==> config.mk <==
export PLATFORM = sky130hd
export DESIGN_NAME = tap_loader
export DESIGN_NICKNAME = d
export VERILOG_FILES = /design/src/rtl/tap_loader.sv
export SDC_FILE = /design/constraint.sdc
export NUM_CORES = 1
export LEC_CHECK = 0
export CORE_ASPECT_RATIO = 1.75
export CORE_MARGIN = 2
export CORE_UTILIZATION = 50
export DETAILED_ROUTE_END_ITERATION = 6
export PLACE_DENSITY = 0.76
export SYNTH_ARGS = -nofsm -noshare
export SYNTH_HDL_FRONTEND = slang
export SYNTH_SLANG_ARGS = --single-unit
==> constraint.sdc <==
create_clock -name clk_sys -period 3.16 [get_ports clk_sys]
set_input_delay 0.79 -clock clk_sys [delete_from_list [all_inputs] [get_ports clk_sys]]
set_output_delay 0.79 -clock clk_sys [all_outputs]
set_load 0.02 [all_outputs]
==> src/rtl/tap_loader.sv <==
// tap_loader: parses a TAP file streamed over ioctl and writes its payload into system RAM.
// Ports: clk_sys/reset (sync, active-high); ioctl_download/index/wr/addr/dout from the HPS;
//        tape_addr/tape_dout/tape_wr drive RAM port B; loadpoint/endpoint/tape_autorun come
//        from the header; tape_complete/tape_error are status levels.
// Optional macro TAP_MULTIFILE_EN: after a completed file, the next byte restarts sync so
//        concatenated files load back to back and tape_complete becomes a per-file pulse.
module tap_loader #(
   parameter logic [7:0] TAP_INDEX = 8'd1
) (
   input  logic        clk_sys,
   input  logic        reset,
   input  logic        ioctl_download,
   input  logic [7:0]  ioctl_index,
   input  logic        ioctl_wr,
   input  logic [24:0] ioctl_addr,
   input  logic [7:0]  ioctl_dout,
   output logic [15:0] tape_addr,
   output logic [7:0]  tape_dout,
   output logic        tape_wr,
   output logic [15:0] loadpoint,
   output logic [15:0] endpoint,
   output logic        tape_autorun,
   output logic        tape_complete,
   output logic        tape_error
);
   localparam logic [2:0] IDLE = 3'd0, SYNC = 3'd1, HEADER = 3'd2, NAME = 3'd3,
                          DATA = 3'd4, DONE = 3'd5, ERROR = 3'd6;
   logic [2:0]  state, cur;
   logic [1:0]  sync_cnt, sync_cur;
   logic [3:0]  hdr_idx;
   logic [4:0]  name_cnt;
   logic [15:0] next_addr;
   logic        dl_prev, match, acc, rise, fall;
   logic        unused_addr;
   assign unused_addr = ^ioctl_addr;
   assign match = ioctl_index == TAP_INDEX;
   assign acc   = ioctl_wr & ioctl_download & match;
   assign rise  = ioctl_download & ~dl_prev & match;
   assign fall  = ~ioctl_download & dl_prev;
   // A byte arriving with the download rising edge (or, in multifile mode, right after a
   // completed file) is parsed as if the machine were already in SYNC with a cleared count.
   always_comb begin
`ifdef TAP_MULTIFILE_EN
      cur      = (rise || (state == DONE && acc)) ? SYNC : state;
      sync_cur = (rise || state == DONE) ? 2'd0 : sync_cnt;
`else
      cur      = rise ? SYNC : state;
      sync_cur = rise ? 2'd0 : sync_cnt;
`endif
      // the address advances only once the strobe holding it has been issued
      next_addr = (tape_wr && state == DATA) ? tape_addr + 16'd1 : tape_addr;
   end
   always_ff @(posedge clk_sys) begin
      if (reset) begin
         state         <= IDLE;
         sync_cnt      <= 2'd0;
         hdr_idx       <= 4'd0;
         name_cnt      <= 5'd0;
         dl_prev       <= 1'b0;
         tape_addr     <= 16'd0;
         tape_dout     <= 8'd0;
         tape_wr       <= 1'b0;
         loadpoint     <= 16'd0;
         endpoint      <= 16'd0;
         tape_autorun  <= 1'b0;
         tape_complete <= 1'b0;
         tape_error    <= 1'b0;
      end else begin
         dl_prev   <= ioctl_download;
         tape_wr   <= 1'b0;
         tape_addr <= next_addr;
         state     <= cur;
         sync_cnt  <= sync_cur;
`ifdef TAP_MULTIFILE_EN
         tape_complete <= 1'b0;
`endif
         if (rise) begin
            tape_complete <= 1'b0;
            tape_error    <= 1'b0;
            tape_autorun  <= 1'b0;
         end
         if (fall && state inside {SYNC, HEADER, NAME, DATA}) begin
            state      <= ERROR;
            tape_error <= 1'b1;
         end else if (acc) begin
            case (cur)
               SYNC: begin
                  sync_cnt <= (ioctl_dout == 8'h16) ? ((sync_cur == 2'd3) ? 2'd3 : sync_cur + 2'd1) : 2'd0;
                  state    <= (ioctl_dout == 8'h24 && sync_cur == 2'd3) ? HEADER : SYNC;
                  hdr_idx  <= 4'd0;
               end
               HEADER: begin
                  hdr_idx <= hdr_idx + 4'd1;
                  if (hdr_idx == 4'd3) tape_autorun <= |ioctl_dout;
                  if (hdr_idx == 4'd4) endpoint[15:8] <= ioctl_dout;
                  if (hdr_idx == 4'd5) endpoint[7:0] <= ioctl_dout;
                  if (hdr_idx == 4'd6) loadpoint[15:8] <= ioctl_dout;
                  if (hdr_idx == 4'd7) loadpoint[7:0] <= ioctl_dout;
                  if (hdr_idx == 4'd8) begin
                     state    <= NAME;
                     name_cnt <= 5'd0;
                  end
               end
               NAME: begin
                  if (ioctl_dout == 8'h00 && endpoint < loadpoint) begin
                     state      <= ERROR;
                     tape_error <= 1'b1;
                  end else if (ioctl_dout == 8'h00) begin
                     state     <= DATA;
                     tape_addr <= loadpoint;
                  end else if (name_cnt == 5'd16) begin
                     state      <= ERROR;
                     tape_error <= 1'b1;
                  end else begin
                     name_cnt <= name_cnt + 5'd1;
                  end
               end
               DATA: begin
                  tape_dout <= ioctl_dout;
                  tape_wr   <= 1'b1;
                  if (next_addr == endpoint) begin
                     tape_complete <= 1'b1;
                     state         <= DONE;
                  end
               end
               default: ;
            endcase
         end
      end
   end
endmodule

==> flow_summary_export.csv <==
group,metric,value,unit
outcome,status,"complete, no violations",
timing,period_share,0.8972,
cells_and_area,n_antenna_cell,0,
die,rows,45,
placed_design,placedCellCount,737,
critical_path,path_class,"in -> reg",
detailed_routing,vias_per_cell,5.926,
clock_network,clock-sinks,75,
critical_path,critPathLaunchType,"input pin",
timing,tightestPinTransition,0.6580,ns
timing,setup_viol,0,
global_routing,grt-ovfl-total,0,
yosys,netlist.area_leader.share,0.3443,
global_routing,track_usage,0.2951,
clock_network,cts_buffer_depth,2,
detailed_routing,wl,13370,microns
timing,finalSetupTns,0,ns
yosys,synth.area.top_cells,"dfxtp_1 (34%), a21oi_1 (6.5%), ha_1 (6.3%), nand3_1 (6.0%), nand2_1 (4.8%)",
timing,drv_slew,0,
detailed_routing,vias,4462,
timing,rsz0062_at_grt,"false",
pwr,cellPowerDensity,380.2,nW/um^2
clock_network,cts_root_buf,"clkbuf_16",
timing,holdWs,0.4812,ns
timing,slew_headroom,0.5613,
detailed_routing,drc,0,
detailed_routing,top_layer_used,"met4",
clock_network,htreeDepth,3,
die,start_util,0.5095,
timing,final-hold-violation-count,0,
run,drv_cap,0,
yosys,synth-async-reset-ratio,0,
pwr,ir_worst_vdd,0.4437,mV
clock_network,cts_buffers,9,
yosys,netlist-cell-type-count,60,
timing,fin_ws,0.3249,ns
yosys,synthesis.area,4360,sq um
clock_network,hold_buffers,0,
detailed_routing,avgRoutedWirePerCell,17.75,microns
clock_network,clk_latency,0.34,ns
critical_path,cp_cell_sequence,"clkdlybuf4s50_1 -> nor4_2 -> nand4_2 -> or4_1 -> nor3_4 -> buf_12 -> nand2_1 -> nand2_1 -> a21oi_1",
yosys,synth-seq-area-share,0.3443,
timing,finClkSkew,0.007041,ns
critical_path,slowest_stage,"or4_1",
die,io_pins,105,
timing,max_freq,0.3527,GHz
global_routing,grt_max_degree,63,
die,core,8558,sq um
yosys,synth_edf_count,0,
clock_network,cts_resized,0,
clock_network,tritoncts,"yes",
critical_path,slowest_delay,0.59,ns
die,die_w,74.59,microns
detailed_routing,antenna_left,0,
critical_path,critPathArrivalTime,3.03,ns
global_routing,first_global_vias,4439,
detailed_routing,met1_length,4615,microns
critical_path,cp_max_fo,15,
yosys,yosys_register_bits,75,
yosys,synth_warnings,0,
cells_and_area,area_growth,32.74,%
critical_path,critPathRequiredTime,3.35,ns
pwr,p_leak,0.002005,uW
die,chipHeight,127.5,microns
critical_path,cp-end-kind,"register",
critical_path,timing.critical_path.mode_cell,"nand2_1",
clock_network,path_clk_slew,0.06,ns
global_routing,grt_first_pass_wirelength,21290,microns
global_routing,antenna_found_initial,0,
cells_and_area,fin_nets,698,
yosys,ys.flop_type,"dfxtp_1",
detailed_routing,drt_iter0_markers,281,
yosys,netlist_instances,532,
detailed_routing,route.met2.wl,7350,microns
yosys,synth_nets,599,
clock_network,post_cts_buffers,0,
placed_design,io_buffers,79,
cells_and_area,drive_gt1_frac,0.1226,
cells_and_area,nFillCells,727,
placed_design,place_hpwl,10380,microns
detailed_routing,drt_first_pass_iters,6,
placed_design,gp_congestion,0.9867,
yosys,avgSynthCellArea,8.196,sq um
cells_and_area,final_cell_count_no_fill,753,
timing,fin_crit,2.835,ns
placed_design,post-place-ws,-0.03857,ns
yosys,synth_largest_area_cell,"dfxtp_1",
detailed_routing,wl_met3,554,microns
worst_hold_path,worstHoldPathType,"reg -> reg",
die,die_area,9513,sq um
==> placed cells by master (no fill, tap or decap), types with 2 or more instances in the layout <==
master,n
a211oi_1,8
a21boi_0,2
a21o_1,4
a21oi_1,57
a31oi_1,12
a32oi_1,2
and2_1,5
and3_1,3
buf_4,36
bufinv_16,3
clkbuf_16,9
clkdlybuf4s50_1,78
clkinv_2,2
dfxtp_1,75
ha_1,22
inv_1,28
mux2i_1,9
nand2_1,56
nand2b_1,3
nand3_1,52
nand3b_1,2
nand4_1,11
nand4_2,2
nor2_1,34
nor2b_1,4
nor3_1,8
nor4_1,9
nor4_2,2
o211ai_1,4
o21ai_0,17
o221ai_1,2
o41ai_1,10
or2_2,4
or3_1,3
or4_1,3
xnor2_1,16
xnor3_2,2
xor2_1,11
==> routing by layer <==
metal,up-vias,global-route usage
met5,-,0
met4,0,0.1912
met3,72,0.04574
met2,180,0.5289
met1,2073,0.3032
li1,2137,-
==> synth_stat cells, types with 3 or more instances <==
library cell,instances
nand3_1,52
dfxtp_1,75
buf_6,5
mux2i_1,9
nor2b_1,4
nor2_1,34
and3_1,3
ha_1,22
nand4_1,11
o211ai_1,4
and2_1,5
or4_1,3
xor2_1,11
inv_1,28
a21oi_1,57
nand2_1,56
a21o_1,4
o21ai_0,17
a31oi_1,12
nor3_1,8
or2_2,4
xnor2_1,16
nor4_1,10
a211oi_1,8
or3_1,3
buf_2,3
o41ai_1,10
clkbuf_1,17
nand2b_1,3
==> flip-flops by register name, indices dropped and copies added (netlist names) <==
signal / count
tape_dout: 8
state: 3
tape_addr: 16
tape_complete: 1
sync_cnt: 2
loadpoint: 16
hdr_idx: 4
endpoint: 16
name_cnt: 5
tape_wr: 1
tape_autorun: 1
dl_prev: 1
tape_error: 1
==> worst paths after layout <==
path | slack (ns) | to | startpoint | depth (start not counted)
worst max-delay path | 0.32 | endpoint[15] | ioctl_index[4] | 9
worst min-delay path | 0.48 | loadpoint[12] | loadpoint[12] | 2
worst max register to register | 0.40 | state[0] | tape_addr[0] | 8
worst min register to register | 0.48 | loadpoint[12] | loadpoint[12] | 2
==> kinds of logic (layout without fill, tap and decap cells) <==
kind of cell / count (synthesis) / in the layout / share of synthesized area
mux: 10 / 10 / 0.02324
buf+inv: 56 / 160 / 0.05825
fa+ha+maj: 22 / 22 / 0.06313
xor+xnor: 29 / 29 / 0.06514
flops: 75 / 75 / 0.3443
simple gates: 212 / 212 / 0.2577
compound gates: 128 / 128 / 0.1882
==> area by class of cell <==
type                            count  area [sq um]  area share
Multi-Input combinational cell    401          2618      0.4522
Sequential cell                    75          1501      0.2594
Timing Repair Buffer              116          1076      0.1859
Clock buffer                        9         225.2     0.03891
Tap cell                          117         146.4     0.02529
Clock inverter                      7         116.4     0.02010
Inverter                           28         105.1     0.01816
==> worst max-delay path: cells and delay by family <==
family,cells,cell delay [ns]
simple gates,6,1.59
buf+inv,2,0.57
compound gates,1,0.07
==> through the flow <==
stage	cell area, sq um	utilization	power [uW]
final	5788	0.6763	2200
after CTS	5788	0.6763	2205
after detailed placement	5446	0.6364	1044
after global routing	5788	0.6763	2250
after floorplan	4360	-	992.3
after global placement	5446	0.6364	1043
==> where the power goes <==
group | internal [uW] | total, uW | switching (uW)
combinational | 35.0 | 78.1 | 43.1
clock | 769 | 1180 | 406
sequential | 946 | 947 | 0.389
Note: power is estimated with default switching activity, not from simulation.
